File: src/rtl/gfx_fixed_dot_seq.sv
// gfx_fixed_dot_seq: LANES-wide fixed-point dot product issued lane by lane through one shared FMA.
// Define GFX_DOT_BIAS_EN to seed the accumulator with in_bias at accept.
`ifndef FIXED_FMA_STAGES
`define FIXED_FMA_STAGES 5
`endif
module gfx_fixed_dot_seq #(
    parameter int LANES  = 4,
    parameter int STAGES = `FIXED_FMA_STAGES,
    parameter int W      = 32
) (
    input  logic               clk,
    input  logic               rst_n,
    input  logic               in_valid,
    output logic               in_ready,
    input  logic [LANES*W-1:0] in_a,
    input  logic [LANES*W-1:0] in_b,
    input  logic [W-1:0]       in_bias,
    input  logic               stall,
    output logic               out_valid,
    input  logic               out_ready,
    output logic [W-1:0]       out_dot,
    output logic [W-1:0]       fma_a,
    output logic [W-1:0]       fma_b,
    output logic [W-1:0]       fma_c,
    output logic               fma_stall,
    input  logic [W-1:0]       fma_q
);
`ifdef GFX_DOT_BIAS_EN
    localparam bit bias_en = 1'b1;
`else
    localparam bit bias_en = 1'b0;
`endif
    localparam int lw = $clog2(LANES + 1);
    localparam int cw = $clog2(STAGES + 1);
    localparam logic [1:0] st_idle  = 2'd0;
    localparam logic [1:0] st_issue = 2'd1;
    localparam logic [1:0] st_wait  = 2'd2;
    localparam logic [1:0] st_done  = 2'd3;
    logic [1:0]         state;
    logic [lw-1:0]      lane;
    logic [cw-1:0]      cnt;
    logic [W-1:0]       acc;
    logic [LANES*W-1:0] a_sh;
    logic [LANES*W-1:0] b_sh;
    // captured vectors shift down one lane per completed FMA, so the current lane is always at the bottom
    always_ff @(posedge clk or negedge rst_n) begin
        if (!rst_n) begin
            state <= st_idle;
            lane  <= '0;
            cnt   <= '0;
            acc   <= '0;
            a_sh  <= '0;
            b_sh  <= '0;
        end else if (!stall) begin
            case (state)
                st_idle: if (in_valid) begin
                    a_sh  <= in_a;
                    b_sh  <= in_b;
                    acc   <= bias_en ? in_bias : '0;
                    lane  <= '0;
                    state <= st_issue;
                end
                st_issue: begin
                    cnt   <= cw'(1);
                    state <= st_wait;
                end
                st_wait: if (cnt == cw'(STAGES)) begin
                    acc   <= fma_q;
                    lane  <= lane + 1'b1;
                    a_sh  <= a_sh >> W;
                    b_sh  <= b_sh >> W;
                    state <= (lane == lw'(LANES - 1)) ? st_done : st_issue;
                end else begin
                    cnt <= cnt + 1'b1;
                end
                default: if (out_ready) state <= st_idle;
            endcase
        end
    end
    assign in_ready  = state == st_idle;
    assign out_valid = state == st_done;
    assign out_dot   = out_valid ? acc : '0;
    assign fma_a     = a_sh[W-1:0];
    assign fma_b     = b_sh[W-1:0];
    assign fma_c     = acc;
    assign fma_stall = stall;
endmodule
File: config.mk
export PLATFORM = sky130hd
export DESIGN_NAME = gfx_fixed_dot_seq
export DESIGN_NICKNAME = d
export VERILOG_FILES = /design/src/rtl/gfx_fixed_dot_seq.sv
export SDC_FILE = /design/constraint.sdc
export NUM_CORES = 1
export LEC_CHECK = 0
export CAP_MARGIN = 20
export CORE_MARGIN = 10
export CORE_UTILIZATION = 39
export DETAILED_ROUTE_END_ITERATION = 8
export GPL_ROUTABILITY_DRIVEN = 1
export PLACE_DENSITY_LB_ADDON = 0.12
export REMOVE_ABC_BUFFERS = 1
export SETUP_SLACK_MARGIN = 0.15
export SLEW_MARGIN = 20
export SYNTH_ARGS = -nofsm -noshare
export SYNTH_HDL_FRONTEND = slang
export SYNTH_SLANG_ARGS = --single-unit
File: constraint.sdc
create_clock -name clk -period 2.83 [get_ports clk]
set_input_delay 0.283 -clock clk [delete_from_list [all_inputs] [get_ports clk]]
set_output_delay 0.283 -clock clk [all_outputs]
set_load 0.1 [all_outputs]
Word level (Yosys, flattened, before mapping)
Cells that the tools add are included.

word-level totals
  flip-flop bits (word level) = 296
  bits of input ports = 325
  output and inout port bits = 131
  word-level logic and storage cells = 44

operators by class
  $add $sub $neg = 2
  eq/ne operators = 8
  mux-type cells = 20
  bitwise operators = 1
  reduce and logical (&&, ||, !) cells = 7

operators with widths
  kind                   count
  $mux W128              4
  $pmux W128 S2          2
  $mux W32               3
  $pmux W32 S2           1
  $pmux W3 S2            2
  $mux W3                3
  $mux W2                4
  $reduce_and A4 Y1      2
  $add A3 B1 Y3 const B  2
  $ne A2 B2 Y1 const B   3
  $pmux W2 S3            1
  $eq A2 B2 Y1 const B   2
  $reduce_bool A2 Y1     2
  $reduce_bool A4 Y1     1
  $eq A3 B2 Y1 const B   1
  $eq A3 B3 Y1 const B   1
  $reduce_and A3 Y1      1
  $eq A2 B1 Y1 const B   1
  $logic_not A2 Y1       1
  $not A1 Y1             1

Depth between registers and ports, before layout
Gate-level depths: netlist of run 1.

  depth after elaboration = 4
  mapped depth = 8
  mapped depth without buffers = 5

Worst setup path before layout of run 1
OpenSTA, ideal clock, no wires.

  kind = register -> register
  start = reg state[0]
  end = reg a_sh[0]
  setup time = 0.125 ns
  arrival = 2.587 ns
  data required time = 2.705 ns
  slack = 0.118 ns
  cell stages (with the launch flop) = 8
  buffers on the path = 2
  period minus slack after synthesis = 2.712 ns
  path through = dfrtp_1 > inv_1 > ha_1 > nor2_1 > a2111oi_2 > buf_4 > buf_6 > mux2_2

on the way
  word-level cells in the longest chain between the ends = 3
  elaborated cells on any way between the ends = 7
  classes of those cells = 3 x eq/ne; 1 x mux; 3 x reduce/logical

RTL lines
  item                                                                        line  source
  start: declaration                                                          39    logic [1:0] state;
  start signal: assignment                                                    48    state <= st_idle;
  start signal: assignment                                                    61    state <= st_issue;
  start signal: assignment                                                    65    state <= st_wait;
  $logic_not A2 Y1 (*)                                                        -
  net in_ready                                                                14    output logic in_ready,
  $ne A2 B2 Y1 (no source line) / $reduce_bool A2 Y1 (equally long branches)  -
  $reduce_and A4 Y1 (no source line)                                          -
  end signal: assignment                                                      57    a_sh <= in_a;
  end signal: assignment                                                      70    a_sh <= a_sh >> W;
  end: declaration                                                            43    logic [LANES*W-1:0] a_sh;

Mark *: on every way through the listed nets, which the timed path passes. The rest lies on a longest branch.
A chain may end at the register's enable or synchronous reset.

Worst setup path after layout of run 1
  start = reg state[0]
  end = reg a_sh[6]

on the way
  word-level cells in the longest chain between the ends = 3
  elaborated cells on any way between the ends = 7
  classes of those cells = 3 x eq/ne; 1 x mux; 3 x reduce/logical

RTL lines
  item                                                                        line  source
  $eq A2 B2 Y1 / $logic_not A2 Y1 (equally long branches)                     55    case (state)
  $ne A2 B2 Y1 (no source line) / $reduce_bool A2 Y1 (equally long branches)  -
  $reduce_and A4 Y1 (no source line)                                          -

Several ways; a longest one is shown, not always the timed one.

==> impl_metrics.tcl, run 1 <==
set metrics [dict create \
    status "finished clean" \
    grtUsageTotal 0.169 \
    setup_slack_ps 284 \
    dpl_cell_area_mm2 0.0194 \
    fmax_ghz 0.393 \
    fin_nets 1802 \
    p_leak_nw 8.51 \
    drt_wl_total_um 40200 \
    firstDrtPassIters 4 \
    postCtsHoldBufs 1 \
    switching_share 0.447 \
    whs_ps 327 \
    combPwrFrac 0.543 \
    postLayoutCellArea_mm2 0.0205 \
    drv_cap 0 \
    cts.sinks 296 \
    portBuffers 423 \
    post-route-period-util 0.900 \
    irDropWorstVdd_mv 0.833 \
    power-per-cell-area_mw_per_mm2 1260 \
    ant_nets 0 \
    routabilityCongestion 0.786 \
    start_kind "flop" \
    timing.setup.tns_ps 0 \
    ys_ff_latch 296 \
    path_class "flop to flop" \
    crit_path_end_kind "flop" \
    cts.path.max_buffers 3 \
    grt-ovfl-total 0 \
    rsz0062_at_grt "no" \
    drt_iter0_drc 356 \
    cp_cell_sequence "inv_1 > ha_1 > nor2b_1 > a2111oi_4 > buf_12 > buf_4 > mux2_2" \
    worst-path-max-fanout 32 \
    numCtsBuffers 35 \
    grt_pass1_vias 10234 \
    tightest_slew_ps 745 \
    hold_class "primary input to flop" \
    num_io_pins 456 \
    clkSlewWorstSetupHoldPaths_ps 50 \
    dieArea_mm2 0.0465 \
    syn_area_mm2 0.0149 \
    max_slew_margin 0.490 \
    grt_pass1_wl_um 62500 \
    cts_tree "built" \
    p_int_mw 14.3 \
    core_mm2 0.0377 \
    synthToLayoutAreaGrowth_pct 37.1 \
    finalCriticalPeriod_ps 2550 \
    netlist_instances 1111 \
    finalHoldViolCount 0 \
    finalMaxSlewViolations 0 \
    skew_ps 9.89 \
    synth.distinct_cells 21 \
    cts-root-buf "clkbuf_16" \
    die_x_um 216 \
    critPathArrivalTime_ps 2930 \
    critPathTopFamily "buffers and inverters" \
    dp_slack_ps 274 \
    required_ps 3220 \
    die_h_um 216 \
    p_sw_mw 11.5 \
    clock_latency_ps 520 \
    final_layout_size_suffix_gt1_frac 0.446 \
    drcViolationCount 0 \
    setup_viol 0 \
    vias_per_cell 4.75 \
    critPathSlowestCell "a2111oi_4" \
    power_mw 25.8 \
    clockPowerShare 0.163 \
    cts-htree-levels 2 \
    syn_area_per_cell_um2 13.4 \
    antenna_found_initial 8 \
    hpwlAfterDp_um 30200 \
    crit_buf_inv 3 \
    netlist_top_cells_area "dfrtp_1 50%, mux2_2 34%, buf_4 3.6%, nor2b_1 2.8%, mux2i_1 2.3%" \
    ys_seq_area_frac 0.496 \
    ctsResizeCount 0 \
    wl_per_cell_um 20.1 \
    ys_warn_count 0 \
    grt_max_degree 93 \
    synth_top_cell_by_area "dfrtp_1" \
    num_vias 9508 \
    rows 71 \
    cpPeakStageDelay_ps 480 \
    sequentialPowerShare 0.294 \
    start_util 0.396 \
    yosysTopAreaCellShare 0.496 \
    post_cts_buffers 0 \
]
-- layout make-up --
type,count,area [µm²]
Sequential cell,296,7410
Multi-Input combinational cell,645,6440
Clock buffer,50,1030
Fill cell,3287,17200
Antenna cell,4,10.0
Tap cell,511,639
Clock inverter,5,25.0
Inverter,37,139
Timing Repair Buffer,452,4760
-- path summary, 6_finish.rpt --
check                                        end  depth (start not counted)  slack, ps                  from
max                          a_sh[6]$_DFFE_PN0P_                          7        280  state[0]$_DFFE_PN0P_
min                        fma_c[16]$_DFFE_PN0P_                          3        330             fma_q[16]
max reg2reg                  a_sh[6]$_DFFE_PN0P_                          7        280  state[0]$_DFFE_PN0P_
min reg2reg                 b_sh[70]$_DFFE_PN0P_                          1        500  b_sh[70]$_DFFE_PN0P_
max in group asynchronous   a_sh[38]$_DFFE_PN0P_                          3       1580                 rst_n
min in group asynchronous  a_sh[101]$_DFFE_PN0P_                          2        340                 rst_n
-- cells in the final DEF (no fill, tap or decap) --
master           count
dfrtp_1            296
ha_4                 1
nand2b_1             4
ha_1                 9
nor2b_1             66
clkbuf_16           37
nor2_1               2
and2_1              32
mux2i_1             35
o21ai_0              2
buf_12              50
nand2_1             35
o21bai_1             1
a22o_1               1
mux2_2             452
nor3_1               1
clkbuf_8             6
clkdlybuf4s50_1    291
buf_8                1
inv_1               37
nand3b_1             1
buf_4              109
dlygate4sd3_1        1
a2111oi_4            1
clkinv_2             5
a2111oi_0            1
a31o_2               1
clkbuf_1             7
diode_2              4
-- synth_stat cells --
master     instances
o21ai_0            2
inv_1             37
a22o_1             1
mux2i_1           35
nor3_1             1
nand2_1           35
clkbuf_1          36
a2111oi_0          1
nor2_1             2
o21bai_1           1
nand2b_1           4
nor2b_1           66
buf_4             71
a2111oi_2          1
a31o_2             1
nand3b_1           1
and2_1            32
buf_6             26
ha_1              10
mux2_2           452
dfrtp_1          296
-- power groups by stage --
stage / Combinational, mW / Sequential, mW / Clock, mW
detailed placement: 14.2 / 7.67 / 0
finish: 14.0 / 7.57 / 4.21
global route: 14.8 / 7.87 / 4.54
floorplan: 5.18 / 11.7 / 0
global placement: 14.0 / 7.59 / 0
CTS: 14.2 / 7.61 / 4.37
-- cell families after synthesis --
logic type,after synthesis,share of synthesized area
simple gates,141,0.0529
buf+inv,170,0.0737
mux,487,0.365
flops,296,0.496
fa+ha+maj,10,0.00839
compound gates,7,0.00394
-- registers in the layout, indices dropped and copies added (netlist names) --
signal	flops
b_sh	128
a_sh	128
fma_c	32
cnt	3
state	2
lane	3
-- worst register-to-register path: stages, from the launching register on --
cell	delay [ps]
dfrtp_1	440
inv_1	150
ha_1	260
nor2b_1	170
a2111oi_4	480
buf_12	290
buf_4	270
mux2_2	360
-- per-stage QoR --
stage	util	instances
2_1_floorplan	-	978
3_3_place_gp	0.514	1940
3_5_place_dp	0.514	1940
4_1_cts	0.543	1996
5_1_grt	0.543	1996
6_report	0.543	2000
-- metal layers --
layer  part of all wire  routed length (µm)  global-route usage  vias to the layer above
met5             0.0010                  42                   0                        -
met4              0.012                 488              0.0364                        8
met3              0.086                3440              0.0650                       43
met2               0.48               19300               0.279                      270
met1               0.42               16900               0.205                     4718
li1                   -                   -                   -                     4469
No activity file was read; power rests on OpenSTA's default activity.
==> inputs of run 2 (changes only) <==
--- a/config.mk
+++ b/config.mk
@@ -6,11 +6,12 @@
 export NUM_CORES = 1
 export LEC_CHECK = 0
 export CAP_MARGIN = 20
+export CORE_ASPECT_RATIO = 0.9
 export CORE_MARGIN = 10
 export CORE_UTILIZATION = 39
 export DETAILED_ROUTE_END_ITERATION = 8
 export GPL_ROUTABILITY_DRIVEN = 1
-export PLACE_DENSITY_LB_ADDON = 0.12
+export PLACE_DENSITY = 0.7
 export REMOVE_ABC_BUFFERS = 1
 export SETUP_SLACK_MARGIN = 0.15
 export SLEW_MARGIN = 20
==> run 2 against run 1 <==
Via count down 1.1%. Die area about the same. Cell count fell by 0.70%. Non-clock buffer count increased by 6. Count of clock-buffer cells in the layout grew 3. Wire length shrank 3.4%. Worst setup slack better by 1.8 ps. First-iteration DRC count grew 44%. Largest cell class unchanged. Largest power group unchanged.
==> impl_metrics.tcl, run 2 (synthesized netlist as in run 1, its figures left out) <==
set metrics [dict create \
    postLayoutCellArea_mm2 0.0205 \
    num_vias 9399 \
    cts-htree-levels 2 \
    cts.path.max_buffers 3 \
    power-per-cell-area_mw_per_mm2 1270 \
    tightest_slew_ps 766 \
    status "finished clean" \
    clkSlewWorstSetupHoldPaths_ps 60 \
    wl_per_cell_um 19.6 \
    p_int_mw 14.5 \
    layout_commonest_cell "mux2_2" \
    required_ps 3220 \
    fmax_ghz 0.393 \
    vias_per_cell 4.73 \
    power_mw 26.1 \
    numCtsBuffers 35 \
    die_h_um 206 \
    finalMaxSlewViolations 0 \
    start_kind "flop" \
    combPwrFrac 0.534 \
    rsz0062_at_grt "yes" \
    grt_pass1_vias 10340 \
    grt_max_degree 95 \
    irDropWorstVdd_mv 1.00 \
    p_leak_nw 8.57 \
    stdcell_count 1986 \
    dpl_cell_area_mm2 0.0193 \
    die_x_um 226 \
    sequentialPowerShare 0.290 \
    routabilityCongestion 0.759 \
    setup_viol 0 \
    grt_pass1_wl_um 59600 \
    firstDrtPassIters 4 \
    fin_nets 1808 \
    drt_iter0_drc 514 \
    antenna_found_initial 9 \
    switching_share 0.444 \
    grt-ovfl-total 0 \
    crit_path_end_kind "flop" \
    clock_latency_ps 510 \
    start_util 0.398 \
    finalHoldViolCount 0 \
    place_inst 1918 \
    dieArea_mm2 0.0465 \
    worst-path-max-fanout 88 \
    rows 67 \
    hold_class "primary input to asynchronous set/reset pin" \
    clockPowerShare 0.175 \
    critPathArrivalTime_ps 2940 \
    cts.sinks 296 \
    grtUsageTotal 0.161 \
    core_mm2 0.0375 \
    num_io_pins 456 \
    cts-root-buf "clkbuf_16" \
    skew_ps 9.55 \
    portBuffers 423 \
    drt_wl_total_um 38900 \
    finalCriticalPeriod_ps 2540 \
    final_layout_size_suffix_gt1_frac 0.452 \
    final_cell_mix "452 x mux2_2, 296 x dfrtp_1, 291 x clkdlybuf4s50_1" \
    synthToLayoutAreaGrowth_pct 37.3 \
    post-route-period-util 0.899 \
    path_class "flop to flop" \
    p_sw_mw 11.6 \
    max_slew_margin 0.476 \
    timing.setup.tns_ps 0 \
    final_core_util 0.547 \
    cts_tree "built" \
    ant_nets 0 \
    hpwlAfterDp_um 29000 \
    drcViolationCount 0 \
    drv_cap 0 \
]
## run 2: final cells by class
cell class | instances | area (µm²)
clock buffers | 53 | 1080
clock inverters | 10 | 106
multi-input cells | 645 | 6440
flip-flops and latches | 296 | 7410
inverters | 37 | 139
fillers | 3151 | 17000
diodes | 4 | 10.0
well taps | 483 | 604
repair buffers | 458 | 4710
## run 2: power by group through the flow
stage / clock network (mW) / registers (mW) / logic, mW
after floorplan: 0 / 11.7 / 5.18
after global placement: 0 / 7.56 / 13.9
after detailed placement: 0 / 7.64 / 14.1
after CTS: 4.70 / 7.60 / 14.1
after global routing: 4.89 / 7.86 / 14.7
final: 4.57 / 7.57 / 13.9
## run 2: metal layers
metal / vias to the layer above / share of wire / global-route usage
li1: 4486 / - / -
met4: 8 / 0.015 / 0.0402
met3: 49 / 0.088 / 0.0633
met2: 241 / 0.49 / 0.272
met1: 4615 / 0.40 / 0.190
met5: - / 0.0014 / 0
## run 2: critical path, cell delays in order (launching register included)
cell	delay [ps]
dfrtp_1	420
inv_1	140
ha_1	260
nor2b_1	180
a2111oi_4	510
buf_12	420
mux2_2	400
## run 2: through the flow
step | worst slack [ps] | hold slack (ps)
after floorplan | -27070 | -12.6
after CTS | 219 | 291
final | 285 | 319
after detailed placement | 248 | 313
after global routing | 135 | 316
after global placement | 299 | 306
## run 2: repair_timing
item	in CTS	in global routing
endpoints found under the hold margin	63	0
hold buffers	1	0
buffers inserted	0	0
setup endpoints to repair	0	13
gates resized for setup	0	1
## run 2: worst paths after layout
check	start	endpoint	slack (ps)	cells after the start
setup / recovery	state[0]$_DFFE_PN0P_	b_sh[47]$_DFFE_PN0P_	290	6
hold / removal	rst_n	b_sh[4]$_DFFE_PN0P_	320	2
setup reg to reg	state[0]$_DFFE_PN0P_	b_sh[47]$_DFFE_PN0P_	290	6
hold reg to reg	b_sh[101]$_DFFE_PN0P_	b_sh[101]$_DFFE_PN0P_	500	1
max in group asynchronous	rst_n	b_sh[71]$_DFFE_PN0P_	1600	4
min in group clk	fma_q[17]	fma_c[17]$_DFFE_PN0P_	320	3
==> inputs of run 3 (changes only) <==
--- a/config.mk
+++ b/config.mk
@@ -14,6 +14,7 @@
 export PLACE_DENSITY = 0.7
 export REMOVE_ABC_BUFFERS = 1
 export SETUP_SLACK_MARGIN = 0.15
+export SKIP_CTS_REPAIR_TIMING = 1
 export SLEW_MARGIN = 20
 export SYNTH_ARGS = -nofsm -noshare
 export SYNTH_HDL_FRONTEND = slang
==> constraint.sdc (replaced) <==
create_clock -name clk -period 2.45 [get_ports clk]
set_input_delay 0.245 -clock clk [delete_from_list [all_inputs] [get_ports clk]]
set_output_delay 0.245 -clock clk [all_outputs]
set_load 0.1 [all_outputs]
==> run 3 against run 2 <==
Flip-flop and latch count unchanged. Highest routed layer unchanged. Largest power group unchanged. Power up 16%. Wire length increased by 2.9%. Critical endpoint is now b_sh[107]$_DFFE_PN0P_. Via count is 1.0% higher. Largest cell class unchanged.
==> impl_metrics.tcl, run 3 (synthesized netlist as in run 1, its figures left out) <==
set metrics [dict create \
    p_int_mw 16.6 \
    numCtsBuffers 35 \
    p_leak_nw 8.61 \
    rows 67 \
    cts_tree "built" \
    rsz0062_at_grt "no" \
    hpwlAfterDp_um 29500 \
    max_slew_margin 0.435 \
    die_h_um 206 \
    worst-path-max-fanout 25 \
    skew_ps 6.08 \
    cpPeakStageDelay_ps 400 \
    firstDrtPassIters 4 \
    combPwrFrac 0.548 \
    dp_slack_ps 95.1 \
    grt_pass1_vias 10450 \
    grt_pass1_wl_um 59900 \
    antenna_found_initial 5 \
    power-per-cell-area_mw_per_mm2 1460 \
    switching_share 0.448 \
    finalHoldViolCount 0 \
    tightest_slew_ps 827 \
    drcViolationCount 0 \
    critPathArrivalTime_ps 2620 \
    path_class "flop to flop" \
    cts.path.max_buffers 3 \
    grt-ovfl-total 0 \
    cts.sinks 296 \
    layout_commonest_cell "mux2_2" \
    cts-root-buf "clkbuf_16" \
    num_vias 9493 \
    die_x_um 226 \
    hold_class "primary input to flop" \
    finalCriticalPeriod_ps 2230 \
    final_cell_mix "452 x mux2_2, 296 x dfrtp_1, 291 x clkdlybuf4s50_1" \
    setup_viol 0 \
    num_io_pins 456 \
    core_mm2 0.0375 \
    cts-htree-levels 2 \
    timing.setup.tns_ps 0 \
    clockPowerShare 0.161 \
    start_kind "flop" \
    drt_wl_total_um 40000 \
    portBuffers 423 \
    drt_iter0_drc 499 \
    irDropWorstVdd_mv 1.06 \
    fin_nets 1817 \
    vias_per_cell 4.77 \
    setup_slack_ps 221 \
    sequentialPowerShare 0.291 \
    clkSlewWorstSetupHoldPaths_ps 60 \
    synthToLayoutAreaGrowth_pct 38.0 \
    start_util 0.398 \
    drv_cap 0 \
    crit_path_end_kind "flop" \
    clock_latency_ps 510 \
    p_sw_mw 13.5 \
    ant_nets 0 \
    wl_per_cell_um 20.1 \
    grt_max_degree 122 \
    required_ps 2840 \
    routabilityCongestion 0.775 \
    status "finished clean" \
    cp_cell_sequence "inv_1 > ha_1 > nand2_1 > a2111oi_4 > buf_6 > buf_12 > buf_16 > mux2_2" \
    post-route-period-util 0.910 \
    critPathSlowestCell "a2111oi_4" \
    final_layout_size_suffix_gt1_frac 0.453 \
    finalMaxSlewViolations 0 \
    dieArea_mm2 0.0465 \
    fmax_ghz 0.449 \
    grtUsageTotal 0.163 \
]
==> run 3: path summary, 6_finish.rpt <==
check	from	slack, ps	to	cells past startpoint
max in group asynchronous	rst_n	1420	a_sh[105]$_DFFE_PN0P_	3
min in group asynchronous	rst_n	310	a_sh[34]$_DFFE_PN0P_	2
hold / removal	fma_q[8]	290	fma_c[8]$_DFFE_PN0P_	3
setup / recovery	cnt[1]$_DFFE_PN0P_	220	b_sh[107]$_DFFE_PN0P_	8
setup reg to reg	cnt[1]$_DFFE_PN0P_	220	b_sh[107]$_DFFE_PN0P_	8
hold reg to reg	b_sh[32]$_DFFE_PN0P_	500	b_sh[32]$_DFFE_PN0P_	1
==> run 3: through the flow <==
stage	hold slack [ps]	std cells	power, mW	cell area [µm²]	util
after floorplan	-50.6	978	18.9	14000	-
after global placement	271	1923	24.9	19400	0.518
after detailed placement	271	1923	25.3	19400	0.518
after CTS	-277	1983	30.3	20500	0.546
after global routing	280	1989	31.7	20600	0.550
final	287	1989	30.1	20600	0.550
==> run 3: power groups by stage <==
stage	clock (mW)	sequential (mW)	combinational [mW]
CTS	5.02	8.80	16.5
detailed placement	0	8.84	16.4
finish	4.86	8.76	16.5
global route	5.23	9.09	17.3
floorplan	0	13.4	5.52
global placement	0	8.73	16.2
==> run 3: worst max-delay path, delay by kind of cell, from the launching register on <==
| kind | cells | cell delay (ps) |
|---|---|---|
| flops | 1 | 380 |
| compound gates | 1 | 400 |
| buf+inv | 4 | 650 |
| simple gates | 1 | 150 |
| mux | 1 | 360 |
| fa+ha+maj | 1 | 170 |
==> run 3: cell type report <==
class / count / area (µm²)
Tap cell: 483 / 604
Multi-Input combinational cell: 645 / 6440
Inverter: 37 / 139
Sequential cell: 296 / 7410
Antenna cell: 1 / 2.50
Clock inverter: 10 / 52.6
Clock buffer: 50 / 1010
Fill cell: 3150 / 16900
Timing Repair Buffer: 467 / 4940
==> run 3: metal layers <==
metal | part of all wire | track usage | up-vias | wire [µm]
li1 | - | - | 4496 | -
met1 | 0.41 | 0.194 | 4713 | 16300
met2 | 0.50 | 0.276 | 232 | 19900
met3 | 0.081 | 0.0623 | 44 | 3230
met4 | 0.013 | 0.0342 | 8 | 539
met5 | 0.0013 | 0 | - | 51
